`config.mk`:
```
export PLATFORM = sky130hd
export DESIGN_NAME = fifo_rd_ptr_ctrl
export DESIGN_NICKNAME = d
export VERILOG_FILES = /design/src/rtl/fifo_rd_ptr_ctrl.sv
export SDC_FILE = /design/constraint.sdc
export NUM_CORES = 1
export LEC_CHECK = 0
export CELL_PAD_IN_SITES_DETAIL_PLACEMENT = 0
export CELL_PAD_IN_SITES_GLOBAL_PLACEMENT = 1
export CORE_MARGIN = 4
export CORE_UTILIZATION = 30
export CTS_CLUSTER_DIAMETER = 100
export CTS_CLUSTER_SIZE = 20
export DETAILED_ROUTE_END_ITERATION = 16
export MAX_ROUTING_LAYER = met4
export PLACE_DENSITY_LB_ADDON = 0.1
export SLEW_MARGIN = 15
export SYNTH_ARGS = -nofsm -noshare
export SYNTH_HDL_FRONTEND = slang
export SYNTH_SLANG_ARGS = --single-unit
```
`constraint.sdc`:
```
create_clock -name clk -period 2.63 [get_ports clk]
set_input_delay 0.3945 -clock clk [delete_from_list [all_inputs] [get_ports clk]]
set_output_delay 0.3945 -clock clk [all_outputs]
set_load 0.01 [all_outputs]
```
`src/rtl/fifo_rd_ptr_ctrl.sv`:
```
// Read-side pointer/flag controller for the dual-clock FIFO (read clock domain).
// Synchronizes the Gray write pointer, owns the read pointer and derives empty/count/underflow.
module fifo_rd_ptr_ctrl #(
    parameter int N           = 4,
    parameter int SYNC_STAGES = 2,
    parameter int AE_THRESH   = 1
) (
    input  logic         clk,
    input  logic         reset,
    input  logic         read_i,
    input  logic [N-1:0] g_wr_ptr_async_i,
    output logic [N-1:0] g_rd_ptr_o,
    output logic [N-2:0] rd_addr_o,
    output logic         rd_en_o,
    output logic         empty_o,
    output logic         almost_empty_o,
    output logic [N-1:0] rd_count_o,
    output logic         underflow_o
);

    localparam logic [N-1:0] AE_LIM = N'(AE_THRESH);

    logic [N-1:0] sync_q [SYNC_STAGES];
    logic [N-1:0] g_wr_sync;
    logic [N-1:0] b_wr_sync;
    logic [N-1:0] b_rd_ptr_q, b_rd_ptr_d;
    logic [N-1:0] g_rd_ptr_q, g_rd_ptr_d;
    logic         underflow_q, underflow_d;

    // Plain flop chain: no logic between stages so each bit settles independently.
    always_ff @(posedge clk) begin
        if (!reset) begin
            for (int i = 0; i < SYNC_STAGES; i++) sync_q[i] <= '0;
        end else begin
            sync_q[0] <= g_wr_ptr_async_i;
            for (int i = 1; i < SYNC_STAGES; i++) sync_q[i] <= sync_q[i-1];
        end
    end

    assign g_wr_sync = sync_q[SYNC_STAGES-1];

    always_comb begin
        b_wr_sync = '0;
        for (int i = 0; i < N; i++) b_wr_sync[i] = ^(g_wr_sync >> i);
    end

    assign rd_count_o     = b_wr_sync - b_rd_ptr_q;
    assign empty_o        = (b_wr_sync == b_rd_ptr_q);
    assign almost_empty_o = (rd_count_o <= AE_LIM);
    assign rd_en_o        = read_i && !empty_o;

    always_comb begin
        b_rd_ptr_d  = rd_en_o ? b_rd_ptr_q + 1'b1 : b_rd_ptr_q;
        g_rd_ptr_d  = b_rd_ptr_d ^ (b_rd_ptr_d >> 1);
        underflow_d = read_i && empty_o;
    end

    // Gray pointer is registered from the next binary value so it moves on the same edge.
    always_ff @(posedge clk) begin
        if (!reset) begin
            b_rd_ptr_q  <= '0;
            g_rd_ptr_q  <= '0;
            underflow_q <= 1'b0;
        end else begin
            b_rd_ptr_q  <= b_rd_ptr_d;
            g_rd_ptr_q  <= g_rd_ptr_d;
            underflow_q <= underflow_d;
        end
    end

    assign g_rd_ptr_o  = g_rd_ptr_q;
    assign rd_addr_o   = b_rd_ptr_q[N-2:0];
    assign underflow_o = underflow_q;

endmodule

```
# After elaboration in Yosys (flattened, before gate mapping)
# Memory sizes are Yosys's and may differ from the RTL's.
# Index checks and enable logic that the tools add are counted.
# Widths: inputs -> output; s select.
[word_totals]
word_cells = 23
memories = 1
output_inout_bits = 15
ram_bits = 8
in_bits = 7
reg_bits = 9
[mem_list]
columns = ["name", "depth", "width", "read_ports", "rd_clocked_by_memory_dff", "write_ports", "line", "text"]
rows = [
  ["sync_q", 2, 4, 2, 0, 2, "23", "logic [N-1:0] sync_q [SYNC_STAGES];"],
]
[op_classes]
n_lt_le_gt_ge = 1
add_sub_neg = 2
n_bitwise = 3
reduce_logical = 7
eq_ne = 1
mux = 5
[op_table]
columns = ["op", "n"]
rows = [
  ["$reduce_xor 4->1", 4],
  ["$mux 4", 3],
  ["$add 4x1->4 const B", 1],
  ["$eq 4x4->1", 1],
  ["$le 4x1->1 const B", 1],
  ["$sub 4x4->4", 1],
  ["$xor 4x3->4", 1],
  ["$logic_and 1x1->1", 2],
  ["$mux 1", 2],
  ["$or 1x1->1", 2],
  ["$logic_not 1->1", 1],
]

# Longest topological paths before layout
# Gate-level depths: netlist (run 1).
[depth]
depth_word = 6
ltp_mapped = 9
depth_no_buf = 9

# Worst setup path before layout (run 1)
# Ideal clock, no wire load.
[synth_timing]
path_type = "register to output"
from = "mem sync_q[1][3] (netlist: sync_q[0][7])"
to = "out almost_empty_o"
path_stages_with_launch = 9
arrival_time_ns = 2.187
path_slack_ns = 0.048
path_buffers = 0
required_time_ns = 2.236
cell_sequence = "dfxtp_1 -> xor2_1 -> xor2_1 -> xnor2_1 -> ha_1 -> inv_1 -> fa_1 -> xor2_1 -> a211oi_1"
[synth_lines]
columns = ["item", "line", "text"]
rows = [
  ["start, declared", "23", ""],
  ["end, declared", "16", "output logic almost_empty_o,"],
]

==> results.md, run 1 <==
* Cell mode on critical path: xor2_1
* Worst hold path type: register to register
* N_diodes at 0
* Minimum clock period at 2.68 ns
* Antenna violations before repair at 0
* Post-Syn Area at 797 sq um
* Count of boundary I/O pins at 22
* VDD IR max at 0.000365 V
* Pin count of the biggest net entering global routing at 20
* Hold Path Stages at 1
* Post-DP HPWL at 1.21 mm
* Top delay family on crit path: XOR/XNOR gates
* Crit share post-route at 1.02
* Residual DRC count at 0
* Startpoint types: register
* Required time of the critical path at between 2 and 2.5 ns
* ANT nets after route at 0
* H-tree depth at 1
* Reg clk slew, reported paths at approximately 0.1 ns
* Net Switching at 263 uW
* Syn Nets at 93
* DIE AREA at 0.00355 sq mm
* Fraction of registers with async set/reset at 0
* Slew margin rel. at 0.626
* Comb pwr share at 0.464
* Hold-fix buffers, CTS at 0
* Clock Tree Buf Depth at 2
* Syn_area_per_cell at 9.84 sq um
* Number of enable flip-flop cells after synthesis at 0
* First-pass GRT wire length at 2.66 mm
* Core area at 0.00250 sq mm
* CTS Root Cell: clkbuf_4
* Seq cells post-synth at 16
* Worst r2r src: sync_q[0][7]$_SDFF_PN0_
* GRT Overall Usage at 0.106
* Prevailing post-synth register cell: dfxtp_1
* LEAKAGE at approximately 0.55 nW
* DR pass1 iterations at 3
* Unrepaired setup endpoints after global routing: yes
* Total power at 823 uW
* Worst-path maximum fanout at 2
* Vias at 631
* Pre-CTS WS at -0.294 ns
* Global route overflow at 0
* Outcome: complete, but fails checks
* Hold worst-path end: sync_q[0][6]$_SDFF_PN0_
* Number of setup violations in the final report at 1
* Number of global-route vias before repair at 610
* Layout area overhead at 53.4%
* Count leader, synth: dfxtp_1
* CTS tree: done
* R2R Setup Slk at 0.30 ns
* Endpoints failing hold at 0
* Slowest library cell on the worst path: dfxtp_4
* Yosys cell types at 23
* WS Path Type: register to output pin
* Drt via density at 4.32
* Detailed router's first-iteration violation count at 6
* Delay of the slowest critical-path stage at approximately 0.36 ns
* Worst Hold Launch: sync_q[0][2]$_SDFF_PN0_
* Cell Chain, Critical Path: xor2_2 -> xor2_1 -> buf_4 -> xnor2_4 -> ha_4 -> inv_2 -> fa_2 -> xor2_1 -> a211oi_1 -> buf_2
* Worst setup EP type: output pin
* Clock network power share at 0.203
* # fillers at 249
* CP Data Arrival Time at 2.29 ns
* Port Buffers at 21
* Pwr/cell area at 674 mW/mm^2
* Wire per inst at 11.1 microns
* Clock Sinks at 16
* Worst hold margin at 0.442 ns
* Die span in x at 59.5 microns
* Reg-to-reg endpoint: g_rd_ptr_o[0]$_SDFF_PN0_
* Top cells by area, synth: dfxtp_1, and2_1, mux2i_1
* P_int at ~560 uW
* Worst slew pin tran at 0.560 ns
* Seq/Total Area, Yosys at 0.402
* Layout cells sized above 1 at 0.276
* Setup WS post-layout at -0.0536 ns
* TNS Setup at -0.0536 ns
* Buffers plus inverters on the worst setup path at 3
* Site Rows at 18
* Final #Nets at approximately 130
* Sequential share of power at 0.333
* Max-Cap Viols at 0
* Synth cell count leaders: dfxtp_1, and2_1, inv_1, mux2i_1, nand2_1
* Clk Latency, worst-skew pair at 0.29 ns
* Failing checks: negative setup slack
* Sw Share at 0.320
* Slew Limit Fails at 0
* Synth area leader: dfxtp_1
* Gpl congestion at 0.706
* Worst R2R Path Depth at 11
* Synth Warn # at 0
* Layout Skew at 0.000325 ns
* Fmax at 373 MHz
* Die height at slightly below 60 microns
* Final core utilization at 0.489
* Syn Inst Count at 81
* Initial core utilization at 0.319
* Drt total wl at 1.62 mm
* Yosys top cell area share at 0.402
* Num CTS Buffers at 3
==> area by class of cell <==
type                       count  area (sq um)  area share
timing repair buffer          33           288       0.235
tap                           30          37.5      0.0307
inverter                       7          28.8      0.0235
multi-input combinational     56           507       0.415
sequential                    16           325       0.266
clock buffer                   4          36.3      0.0297
==> how the worst max path moves through the flow <==
| stage | slack [ns] | startpoint | cells past startpoint | to |
|---|---|---|---|---|
| CTS | -0.16 | sync_q[0][7]$_SDFF_PN0_ | 10 | almost_empty_o |
| finish | -0.05 | sync_q[0][7]$_SDFF_PN0_ | 10 | almost_empty_o |
| global route | -0.22 | sync_q[0][7]$_SDFF_PN0_ | 10 | almost_empty_o |
| global placement | -0.25 | sync_q[0][7]$_SDFF_PN0_ | 9 | almost_empty_o |
| detailed placement | -0.29 | sync_q[0][7]$_SDFF_PN0_ | 9 | almost_empty_o |
| floorplan | 0.05 | sync_q[0][7]$_SDFF_PN0_ | 8 | almost_empty_o |
==> metrics by stage <==
stage / cells / instance area, sq um
finish: 146 / 1220
global route: 146 / 1220
CTS: 145 / 1160
detailed placement: 139 / 1100
global placement: 139 / 1100
floorplan: 81 / 797
==> kinds of logic (layout without fill, tap and decap cells) <==
group | after synthesis | after routing | synth area share
buffers and inverters | 9 | 44 | 0.0455
AND/OR/NAND/NOR | 27 | 27 | 0.187
XOR/XNOR | 9 | 9 | 0.108
AO/OA/AOI/OAI | 9 | 9 | 0.0942
flip-flops | 16 | 16 | 0.402
adder cells (fa/ha/maj) | 5 | 5 | 0.0879
multiplexers | 6 | 6 | 0.0754
==> metal layers <==
layer	GRT usage	routed length, microns
met5	-	0
met4	0.0475	15
met3	0.0261	78
met2	0.183	818
met1	0.114	711
==> sequential cells by signal, summed over array words and instances (netlist names) <==
name / flops
sync_q: 8
underflow_o: 1
b_rd_ptr_q: 4
g_rd_ptr_o: 3
==> worst reg2reg max path: stages, from the launching register on <==
cell and delay [ns]:
dfxtp_4 0.36, xor2_2 0.17, xor2_1 0.15, buf_4 0.16, xnor2_4 0.12, ha_4 0.28
nand3_4 0.09, o21ai_4 0.19, buf_4 0.13, buf_4 0.11, mux2i_1 0.27, mux2i_1 0.21
==> power by group through the flow <==
stage	sequential (mW)	clock (mW)	combinational [mW]
2_1_floorplan	0.294	0	0.168
3_3_place_gp	0.278	0	0.358
3_5_place_dp	0.278	0	0.359
4_1_cts	0.273	0.173	0.344
5_1_grt	0.277	0.183	0.419
6_report	0.274	0.167	0.382
==> layout by cell type, fill, tap and decap left out, types with 3 or more instances in the layout <==
master	n
nand2_1	6
inv_1	5
clkbuf_4	3
o211ai_1	3
mux2i_1	6
clkdlybuf4s50_1	14
and2_1	13
buf_4	12
buf_2	3
xnor2_1	4
dfxtp_1	14
==> repair_timing <==
| action | CTS | global route |
|---|---|---|
| pin swaps | 1 | 5 |
| endpoints found under the setup margin | 6 | 7 |
| gates resized for setup | 22 | 13 |
| endpoints found under the hold margin | 0 | 0 |
| setup buffers | 2 | 1 |
No activity file was read; power rests on OpenSTA's default activity.
==> run 2: changes to the inputs <==
- clock period: 2.63 -> 2.6 ns (I/O delays scaled with it)
==> run 2 against run 1 <==
The flow still finishes with violations (negative setup slack). Sequential share of layout area shrank 0.59 points. Critical path depth is the same. Final area grew 3.1%. Total power grew 2.8%. Worst setup slack lost 0.054 ns. Utilization grew 1.5 points. Die area is the same. Non-clock buffer count grew 2. First-iteration DRC count grew 17%. Hold slack lost 0.00080 ns. Global-route usage grew 0.19 points.
==> results.md, run 2 (same netlist as run 1, synthesis figures left out) <==
* Unrepaired setup endpoints after global routing: yes
* Required time of the critical path at around 2.2 ns
* Layout cells sized above 1 at 0.305
* Slew margin rel. at 0.640
* H-tree depth at 1
* Hold-fix buffers, CTS at 0
* Layout Skew at 0.00272 ns
* Commonest non-fill, non-tap cells in the layout: clkdlybuf4s50_1, dfxtp_1, buf_4
* Layout area overhead at 58.1%
* Number of global-route vias before repair at 617
* Slew Limit Fails at 0
* ANT nets after route at 0
* Max reg flops at 8
* Initial core utilization at 0.319
* Drt via density at approximately 4.3
* Delay of the slowest critical-path stage at 0.37 ns
* CTS Root Cell: clkbuf_4
* Commonest non-fill, non-tap cell in the layout: clkdlybuf4s50_1
* WS Path Type: register to output pin
* Port Buffers at 21
* Pwr/cell area at 672 mW/mm^2
* Outcome: complete, but fails checks
* Non-Filler Instances at 148
* DIE AREA at 0.00355 sq mm
* Worst slew pin tran at 0.539 ns
* Minimum clock period at 2.71 ns
* Crit share post-route at 1.04
* Pin count of the biggest net entering global routing at 20
* Num CTS Buffers at 3
* Number of setup violations in the final report at 3
* LEAKAGE at 0.549 nW
* # fillers at 254
* First-pass GRT wire length at 2.75 mm
* Max-Cap Viols at 0
* Slowest library cell on the worst path: dfxtp_4
* Startpoint types: register
* Die height at 59.5 microns
* Post-DP HPWL at 1.23 mm
* Detailed router's first-iteration violation count at 7
* Worst setup EP type: output pin
* Reg with most FFs: sync_q
* VDD IR max at 0.000296 V
* Site Rows at 18
* Buffers plus inverters on the worst setup path at 3
* Worst-path maximum fanout at 2
* Top delay family on crit path: buffers and inverters
* Cell mode on critical path: buf_4
* Fmax at 369 MHz
* Setup WS post-layout at -0.108 ns
* Total power at roughly 850 uW
* CP Data Arrival Time at between 2 and 2.5 ns
* Core area at 0.00250 sq mm
* Antenna violations before repair at 0
* Failing checks: negative setup slack
* Gpl congestion at 0.704
* Global route overflow at 0
* Worst hold path type: register to register
* Clock Sinks at 16
* Vias at 632
* DR pass1 iterations at 2
* Clk Latency, worst-skew pair at ~0.28 ns
* Wire per inst at 11.2 microns
* N_diodes at 0
* CTS tree: done
* FF+latch area at 328 sq um
* GRT Overall Usage at 0.108
* Reg clk slew, reported paths at 0.10 ns
* Endpoints failing hold at 0
* Residual DRC count at 0
* Clock Tree Buf Depth at 2
* Die span in x at 59.5 microns
* Cell Chain, Critical Path: xor2_4 -> xor2_2 -> buf_4 -> ha_4 -> nor2b_1 -> o21ai_2 -> buf_4 -> a21o_1 -> a211oi_1 -> buf_2
* Multi-input gate area at 529 sq um
* Final #Nets at ~130
* Dpl cells at 140
* Drt total wl at 1.66 mm
* Final core utilization at 0.504
* Count of boundary I/O pins at 22
==> run 2: changes by cell type in the layout (fill, tap and decap cells not counted) <==
| cell | delta |
|---|---|
| o21ai_2 | +1 |
| dfxtp_4 | +1 |
| xor2_4 | +1 |
| dlymetal6s2s_1 | -1 |
| clkdlybuf4s50_1 | +1 |
| buf_4 | +2 |
| xor2_1 | -1 |
| o21ai_1 | -1 |
| dfxtp_2 | -1 |
==> run 2: power breakdown <==
group | leakage, nW | switching (mW) | internal [mW]
combinational | 0.396 | 0.177 | 0.225
clock | 0.0210 | 0.0815 | 0.0852
sequential | 0.133 | 0.0114 | 0.266
total | 0.549 | 0.270 | 0.576
==> run 2: worst register-to-register path, cell delays in order, from the launching register on <==
cell	delay [ns]
dfxtp_4	0.37
xor2_4	0.18
xor2_2	0.15
buf_4	0.15
xnor2_4	0.12
ha_4	0.29
nand3_4	0.09
o21ai_4	0.19
buf_4	0.13
buf_4	0.12
mux2i_1	0.27
mux2i_1	0.21
==> run 2: area by class of cell <==
type | count | share of cell area
Inverter | 7 | 0.0228
Clock buffer | 4 | 0.0288
Timing Repair Buffer | 35 | 0.238
Tap cell | 30 | 0.0298
Multi-Input combinational cell | 56 | 0.420
Sequential cell | 16 | 0.260
==> run 2: per-stage QoR <==
step                      setup TNS, ns  hold slack (ns)  instance area, sq um  setup slack [ns]
final                            -0.140            0.441                  1260            -0.108
after global routing             -0.504            0.466                  1260            -0.241
after CTS                        -0.257            0.444                  1200            -0.133
after detailed placement         -0.820            0.421                  1110            -0.336
after global placement           -0.598            0.414                  1110            -0.272
after floorplan                       0            0.412                   797            0.0229
==> run 2: path summary, 6_finish.rpt <==
kind / start / end / cells after the start / slack [ns]
worst max-delay path: sync_q[0][6]$_SDFF_PN0_ / almost_empty_o / 10 / -0.11
worst min-delay path: sync_q[0][0]$_SDFF_PN0_ / sync_q[0][4]$_SDFF_PN0_ / 1 / 0.44
worst max register to register: sync_q[0][6]$_SDFF_PN0_ / g_rd_ptr_o[0]$_SDFF_PN0_ / 11 / 0.28
worst min register to register: sync_q[0][0]$_SDFF_PN0_ / sync_q[0][4]$_SDFF_PN0_ / 1 / 0.44
==> run 2: routing by layer <==
metal  vias up  track usage  wire length, microns
li1        338            -                     -
met1       281        0.117                   704
met2        11        0.190                   857
met3         2       0.0261                    84
met4         0       0.0380                    12
met5         -            -                     0
==> run 2: what timing repair did <==
action | 4_1_cts | 5_1_grt
endpoints found under the hold margin | 0 | 0
setup buffers | 3 | 1
pin swaps | 8 | 5
gates resized for setup | 30 | 8
setup endpoints to repair | 6 | 7
